--- src/rtl/vga_pkg.sv ---
// -----------------------------------------------------------------------------
// vga_pkg
// Shared types and constants for the VGA plot path.
//   X_MAX / Y_MAX : last valid column / row of the 160x120 frame buffer
//   coord_x_t     : 8-bit x coordinate
//   coord_y_t     : 7-bit y coordinate
//   colour_t      : 3-bit RGB colour
//   count_t       : 15-bit saturating event counter
//   last_grant_e  : arbiter state, the client granted most recently
//   plot_dbg_t    : debug view of the arbiter/datapath for checkers
// -----------------------------------------------------------------------------
package vga_pkg;

   localparam int X_MAX = 159;
   localparam int Y_MAX = 119;
   localparam int CNT_W = 15;

   typedef logic [7:0]       coord_x_t;
   typedef logic [6:0]       coord_y_t;
   typedef logic [2:0]       colour_t;
   typedef logic [CNT_W-1:0] count_t;

   localparam count_t COUNT_MAX = '1;

   typedef enum logic {
      LAST0 = 1'b0,
      LAST1 = 1'b1
   } last_grant_e;

   // Debug snapshot: current FSM state, whether a beat transfers this cycle
   // and whether that beat lies inside the visible frame.
   typedef struct packed {
      last_grant_e arb_state;
      logic        xfer;
      logic        in_range;
   } plot_dbg_t;

   // Increment that sticks at the counter's maximum instead of wrapping.
   function automatic count_t sat_inc(input count_t c);
      return (c == COUNT_MAX) ? c : c + count_t'(1);
   endfunction

endpackage

--- src/rtl/rr_arb2.sv ---
// -----------------------------------------------------------------------------
// rr_arb2
// Two-client round-robin grant logic with a 2-state FSM remembering which
// client transferred last. On a tie the other client wins, so two always-valid
// clients alternate strictly.
//
// Handshake: a beat transfers on a rising clk edge where cN_valid and
// cN_ready are both high. cN_ready is combinational from cN_valid and the
// FSM state, is never high without cN_valid, and at most one ready is high
// in any cycle. A lone valid client is always granted. Both readys are low
// while rst_n is low.
//
// Ports
//   clk, rst_n          : clock, synchronous active-low reset
//   c0_valid, c1_valid  : client requests
//   c0_ready, c1_ready  : grants (combinational)
//   state               : FSM state, exposed for debug
// -----------------------------------------------------------------------------
module rr_arb2
   import vga_pkg::*;
(
   input  logic        clk,
   input  logic        rst_n,
   input  logic        c0_valid,
   input  logic        c1_valid,
   output logic        c0_ready,
   output logic        c1_ready,
   output last_grant_e state
);

   last_grant_e state_q;

   always_comb begin
      c0_ready = 1'b0;
      c1_ready = 1'b0;
      if (rst_n) begin
         c0_ready = c0_valid & (~c1_valid | (state_q == LAST1));
         c1_ready = c1_valid & (~c0_valid | (state_q == LAST0));
      end
   end

   // Reset into LAST1 so client 0 wins the first tie. A ready is only ever
   // high together with its valid, so ready alone marks a transfer.
   always_ff @(posedge clk) begin
      if (!rst_n) begin
         state_q <= LAST1;
      end else if (c0_ready) begin
         state_q <= LAST0;
      end else if (c1_ready) begin
         state_q <= LAST1;
      end
   end

   assign state = state_q;

endmodule

--- src/rtl/vga_plot_arbiter.sv ---
// -----------------------------------------------------------------------------
// vga_plot_arbiter
// Merges two pixel-plot clients onto one VGA adapter plot port. Grants come
// from rr_arb2; the granted beat is registered onto vga_x/vga_y/vga_colour
// with vga_plot high for exactly one cycle, one cycle after the transfer.
// Sustains one pixel per clock. Per-client forwarded-pixel counters saturate
// at 32767; clr zeroes every counter and wins over a same-cycle increment.
//
// Build option CLIP_EN: beats with x > X_MAX or y > Y_MAX are still accepted
// (and still move the arbiter) but are not plotted; they bump drop_count
// instead. Without CLIP_EN every beat is forwarded and drop_count is 0.
//
// Ports
//   clk, rst_n                  : clock, synchronous active-low reset
//   cN_valid/cN_x/cN_y/cN_colour: client N plot request
//   cN_ready                    : client N grant (valid/ready handshake)
//   vga_x/vga_y/vga_colour      : registered pixel to the adapter
//   vga_plot                    : one-cycle plot strobe
//   pix_count0/pix_count1       : pixels forwarded per client
//   drop_count                  : out-of-range beats discarded
//   clr                         : one-cycle counter clear
//   dbg                         : arbiter state and transfer flags
// -----------------------------------------------------------------------------
module vga_plot_arbiter
   import vga_pkg::*;
#(
   parameter int X_MAX = vga_pkg::X_MAX,
   parameter int Y_MAX = vga_pkg::Y_MAX
) (
   input  logic        clk,
   input  logic        rst_n,
   input  logic        c0_valid,
   input  logic [7:0]  c0_x,
   input  logic [6:0]  c0_y,
   input  logic [2:0]  c0_colour,
   output logic        c0_ready,
   input  logic        c1_valid,
   input  logic [7:0]  c1_x,
   input  logic [6:0]  c1_y,
   input  logic [2:0]  c1_colour,
   output logic        c1_ready,
   output logic [7:0]  vga_x,
   output logic [6:0]  vga_y,
   output logic [2:0]  vga_colour,
   output logic        vga_plot,
   output logic [14:0] pix_count0,
   output logic [14:0] pix_count1,
   output logic [14:0] drop_count,
   input  logic        clr,
   output plot_dbg_t   dbg
);

   localparam coord_x_t X_LIM = coord_x_t'(X_MAX);
   localparam coord_y_t Y_LIM = coord_y_t'(Y_MAX);

   last_grant_e arb_state;
   logic        c0_xfer;
   logic        c1_xfer;
   logic        xfer;
   logic        in_range;
   logic        keep;
   coord_x_t    sel_x;
   coord_y_t    sel_y;
   colour_t     sel_colour;
   count_t      pix0_q;
   count_t      pix1_q;

   rr_arb2 u_arb (
      .clk      (clk),
      .rst_n    (rst_n),
      .c0_valid (c0_valid),
      .c1_valid (c1_valid),
      .c0_ready (c0_ready),
      .c1_ready (c1_ready),
      .state    (arb_state)
   );

   assign c0_xfer = c0_valid & c0_ready;
   assign c1_xfer = c1_valid & c1_ready;
   assign xfer    = c0_xfer | c1_xfer;

   // At most one client transfers per cycle, so a 2:1 mux suffices.
   assign sel_x      = c1_xfer ? c1_x      : c0_x;
   assign sel_y      = c1_xfer ? c1_y      : c0_y;
   assign sel_colour = c1_xfer ? c1_colour : c0_colour;

   assign in_range = (sel_x <= X_LIM) && (sel_y <= Y_LIM);

`ifdef CLIP_EN
   assign keep = in_range;
`else
   assign keep = 1'b1;
`endif

   // Pixel register: strobe for one cycle per kept beat, hold coordinates
   // otherwise so the adapter inputs stay stable between plots.
   always_ff @(posedge clk) begin
      if (!rst_n) begin
         vga_plot   <= 1'b0;
         vga_x      <= '0;
         vga_y      <= '0;
         vga_colour <= '0;
      end else begin
         vga_plot <= xfer & keep;
         if (xfer && keep) begin
            vga_x      <= sel_x;
            vga_y      <= sel_y;
            vga_colour <= sel_colour;
         end
      end
   end

   // Forwarded-pixel counters; clr takes priority over the increment.
   always_ff @(posedge clk) begin
      if (!rst_n) begin
         pix0_q <= '0;
         pix1_q <= '0;
      end else if (clr) begin
         pix0_q <= '0;
         pix1_q <= '0;
      end else begin
         if (c0_xfer && keep) begin
            pix0_q <= sat_inc(pix0_q);
         end
         if (c1_xfer && keep) begin
            pix1_q <= sat_inc(pix1_q);
         end
      end
   end

   assign pix_count0 = pix0_q;
   assign pix_count1 = pix1_q;

`ifdef CLIP_EN
   count_t drop_q;

   always_ff @(posedge clk) begin
      if (!rst_n) begin
         drop_q <= '0;
      end else if (clr) begin
         drop_q <= '0;
      end else if (xfer && !in_range) begin
         drop_q <= sat_inc(drop_q);
      end
   end

   assign drop_count = drop_q;
`else
   assign drop_count = '0;
`endif

   assign dbg.arb_state = arb_state;
   assign dbg.xfer      = xfer;
   assign dbg.in_range  = in_range;

endmodule

--- config.mk ---
export PLATFORM = sky130hd
export DESIGN_NAME = vga_plot_arbiter
export DESIGN_NICKNAME = d
export VERILOG_FILES = /design/src/rtl/vga_pkg.sv /design/src/rtl/rr_arb2.sv /design/src/rtl/vga_plot_arbiter.sv
export SDC_FILE = /design/constraint.sdc
export NUM_CORES = 1
export LEC_CHECK = 0
export CAP_MARGIN = 20
export CORE_MARGIN = 2
export CORE_UTILIZATION = 48
export CTS_BUF_LIST = sky130_fd_sc_hd__clkbuf_8
export DETAILED_ROUTE_END_ITERATION = 8
export PLACE_DENSITY = 0.86
export SLEW_MARGIN = 20
export SYNTH_ARGS = -nofsm -noshare
export SYNTH_HDL_FRONTEND = slang
export SYNTH_HIERARCHICAL = 1
export SYNTH_SLANG_ARGS = --single-unit
--- constraint.sdc ---
create_clock -name clk -period 3.5 [get_ports clk]
set_input_delay 0.525 -clock clk [delete_from_list [all_inputs] [get_ports clk]]
set_output_delay 0.525 -clock clk [all_outputs]
set_load 0.02 [all_outputs]
# Yosys cells after proc, flatten, opt, wreduce, memory -nomap -nowiden
# Cells that the tools add are included.
# word_totals
reg_bits	50
input_bits	41
output_inout_bits	69
word_cells	38
# classes
add_sub_neg	2
magnitude_cmp	2
eq_ne	2
mux	7
bitwise	13
reduce_logical	5
# ops
operator	n
$add 15x1->15 const B	2
$eq 15x15->1 const B	2
$le 8x8->1 const B	1
$mux 8	1
$le 7x7->1 const B	1
$mux 7	1
$not 1->1	6
$and 1x1->1	4
$mux 1	4
$reduce_and 2->1	2
$mux 3	1
$or 1x1->1	3
$reduce_bool 2->1	1
$reduce_or 2->1	1
$logic_and 1x1->1	1

# Longest topological paths before layout
# logic_depth
ltp_word	8
mapped_depth	7
mapped_depth_nobuf	6

# Cells and area by module
# The synthesis kept the hierarchy.
# by_module_without_submodules
mod	n_inst	cells_per_inst	area_per_inst_um2	seq_area_each_um2
vga_plot_arbiter	1	312	2567.5	980.9
rr_arb2	1	9	61.3	20.0

# Worst setup path before layout
# No wires, ideal clock.
# synth_timing
kind	input port to output port
start	input c0_valid
end	output dbg[0] (netlist name)
arrival_time_ps	1802
required_time_ps	2975
path_slack_ps	1173
cell_stages	7
n_path_buf	2
cell_sequence	and2_4 nor2_1 nand2_1 clkbuf_1 a21oi_1 nor2_1 buf_4
# synth_between
elab_chain_cells	8
elab_cells_between_ends	10
cone_classes	order compare: 2; mux: 3; bitwise: 4; reduce/logical: 1
# synth_rtl
item	line_no	source
from (decl)	vga_plot_arbiter.sv:32	input logic c0_valid,
$not 1->1 (*)	rr_arb2.sv:38	c1_ready = c1_valid & (~c0_valid | (state_q == LAST0));
$or 1x1->1 (*)	rr_arb2.sv:38	
$and 1x1->1 (*)	rr_arb2.sv:38	
$mux 1 (*)	rr_arb2.sv:36	if (rst_n) begin
net c1_ready	vga_plot_arbiter.sv:41	output logic c1_ready,
$and 1x1->1 (*)	vga_plot_arbiter.sv:79	assign c1_xfer = c1_valid & c1_ready;
$mux 8 or $mux 7 (tied branches)	vga_plot_arbiter.sv:83, vga_plot_arbiter.sv:84	
$le 8x8->1 or $le 7x7->1 (tied branches)	vga_plot_arbiter.sv:87	assign in_range = (sel_x <= X_LIM) && (sel_y <= Y_LIM);
$logic_and 1x1->1 (*)	vga_plot_arbiter.sv:87	
to (decl)	vga_plot_arbiter.sv:50	output plot_dbg_t dbg
# The timed path passes the listed nets; every way through them passes the cells marked *.

==> results.toml <==
[run_status]
status = "complete, no violations"

[die]
design.core.area_um2 = 5200
dieArea_um2 = 6080
initial_utilization = 0.505
chipHeight_um = 78.0
core.rowCount = 26
die-width_um = 78.0
ios = 110

[clock_network]
clock_sinks = 50
insertion_delay_ps = 310
clock_path_buffers = 2
htreeDepth = 2
post_cts_buffers = 0
clkSlewWorstSetupHoldPaths_ps = 100
numCtsBuffers = 5
cts_root_buf = "clkbuf_8"
cts_tree = "yes"
postCtsHoldBufs = 0
ctsResizeCount = 0

[timing]
period_needed_ps = 3030
hold_viol = 0
fin_skew_ps = 8.43
worst_slew_pin_slew_ps = 770
setup_viol = 0
min_period_over_period = 0.866
clock.fmax_ghz = 0.330
fin_tns_setup_ps = 0
relSlewSlack = 0.486
slew_viol_final = 0
rsz0062_at_grt = "false"

[yosys]
synth_most_common_cell = "nand2_1"
synth_cell_types = 46
avgSynthCellArea_um2 = 8.19
ys_seq_elements = 50
synth_top_area_frac = 0.381
syn_inst = 321
yosys.area.top_type = "dfxtp_1"
synth-edff-count = 0
syn_area_um2 = 2630
synth_flop_cell = "dfxtp_1"
synth_common_cells = "60 x nand2_1, 50 x dfxtp_1, 28 x nand3_1, 18 x buf_4, 18 x o211a_1"
synth_seq_area_share = 0.381
synth.area.top_cells = "dfxtp_1 38%, nand2_1 8.6%, o211a_1 6.9%"
async_flop_share = 0
yosys_warnings = 6

[layout]
fin_area_um2 = 3670
final_core_util = 0.705
area_delta_synth_final_pct = 39.6
antenna-diode-count = 0
drive_gt1_frac = 0.0539
n_fill_cell = 440
fin_nets = 451

[global_route]
track_usage = 0.244
grt_max_degree = 31
grt_overflow = 0
grt_pass1_wl_mm = 12.0
grt_pass1_vias = 2603
antenna_found_initial = 0

[power_and_ir_drop]
p_int_uw = 908
power.total_mw = 1.21
switching_share = 0.249
p_clk_frac = 0.351
combPwrFrac = 0.160
seqPwrFrac = 0.489
switching_power_uw = 302
power_density_nw_per_um2 = 330
p_leak_nw = 1.45
ir_drop_mv = 0.186

[worst_setup_path]
reg2reg_setup_slack_ps = 1510
cp.arrival_ps = 2500
endpoint_kind = "output port"
start_kind = "primary input"
critPathKind = "in -> out"
required_ps = 2970
path_max_fanout = 10

[place]
dpl-instance-area_um2 = 3560
hpwl_mm = 5.36
io_buffer_count = 94
gp_congestion = 0.865

[route]
drt-pass1-iter-count = 4
initialDrtViolationCount = 230
wire_per_inst_um = 15.3
drc_errors = 0
drt-total-wl_mm = 7.30
vias = 2763
vias_per_cell = 5.78
ant_nets = 0

[flow_run]
maxCapViolCount = 0

[worst_hold_path]
hold_class = "reg -> reg"
[worst paths after layout]
path,from,endpoint,cells after the start
min reg2reg,pix_count1[11],pix_count1[11],1
min,pix_count1[11],pix_count1[11],1
max,rst_n,dbg[0],7
max reg2reg,u_arb/state,pix_count0[12],6
[placed cells by master, fill, tap and decap left out, drive strengths merged, types with 3 or more instances in the layout]
cell type	Yosys	layout
or3	5	5
o21ai	12	12
nor2	13	13
nor4	5	5
and2	4	4
and4	7	7
o211a	18	18
inv	3	3
o31ai	4	4
mux2i	5	5
nand4	11	11
nand2b	5	5
clkdlybuf4s50	0	94
nand3	29	29
conb	1	15
a21oi	16	16
o41ai	3	3
clkbuf	14	6
or4	9	9
dfxtp	50	50
nand2	60	60
buf	20	6
nor3	5	5
o211ai	3	3
[critical path, cell delays in order]
cell	delay, ps
clkdlybuf4s50_1	660
nand2_1	100
nor2_1	170
and2_1	240
a21oi_1	70
nor2_1	100
clkdlybuf4s50_1	640
[power by group through the flow]
stage	Combinational [mW]	Clock, mW	Sequential [mW]
2_1_floorplan	0.0905	0	0.621
3_3_place_gp	0.188	0	0.604
4_1_cts	0.194	0.425	0.592
5_1_grt	0.210	0.450	0.593
3_5_place_dp	0.192	0	0.605
6_report	0.194	0.424	0.592
[cell families (layout without fill, tap and decap cells)]
kind of cell    after synthesis  after routing  share of synthesized area
simple gates                160            160                      0.325
compound gates               66             66                      0.185
flops                        50             50                      0.381
buf+inv                      37            110                     0.0795
mux                           5              5                     0.0190
fa+ha+maj                     2              2                    0.00952
other cells                   1             15                    0.00143
[per-stage QoR]
| stage | std cells | worst slack (ps) | hold WS, ps |
|---|---|---|---|
| floorplan | 335 | 1170 | 509 |
| global placement | 471 | 540 | 488 |
| detailed placement | 471 | 490 | 494 |
| CTS | 478 | 461 | 507 |
| global route | 478 | 328 | 526 |
| finish | 478 | 470 | 507 |
[metal layers]
metal  up-vias  part of all wire  GRT usage  wire (um)
li1       1322                 -          -          -
met1      1308              0.41      0.287       2960
met2       120              0.48      0.409       3510
met3        13              0.10      0.102        729
met4         0             0.012     0.0614         91
met5         -                 0          0          0
[area by class of cell]
cell class | instances | area, um2 | area share
multi-input combinational | 248 | 1470 | 0.401
sequential | 50 | 1000 | 0.273
timing repair buffer | 100 | 986 | 0.269
tap | 70 | 87.6 | 0.0239
clock buffer | 6 | 82.6 | 0.0225
clock inverter | 1 | 30.0 | 0.00818
inverter | 3 | 11.3 | 0.00307
[sequential cells by signal, indices dropped and copies added (netlist names)]
signal       cells
pix_count0      15
vga_y            7
vga_x            8
u_arb/state      1
vga_plot         1
pix_count1      15
vga_colour       3
Note: power is estimated with default switching activity, not from simulation.
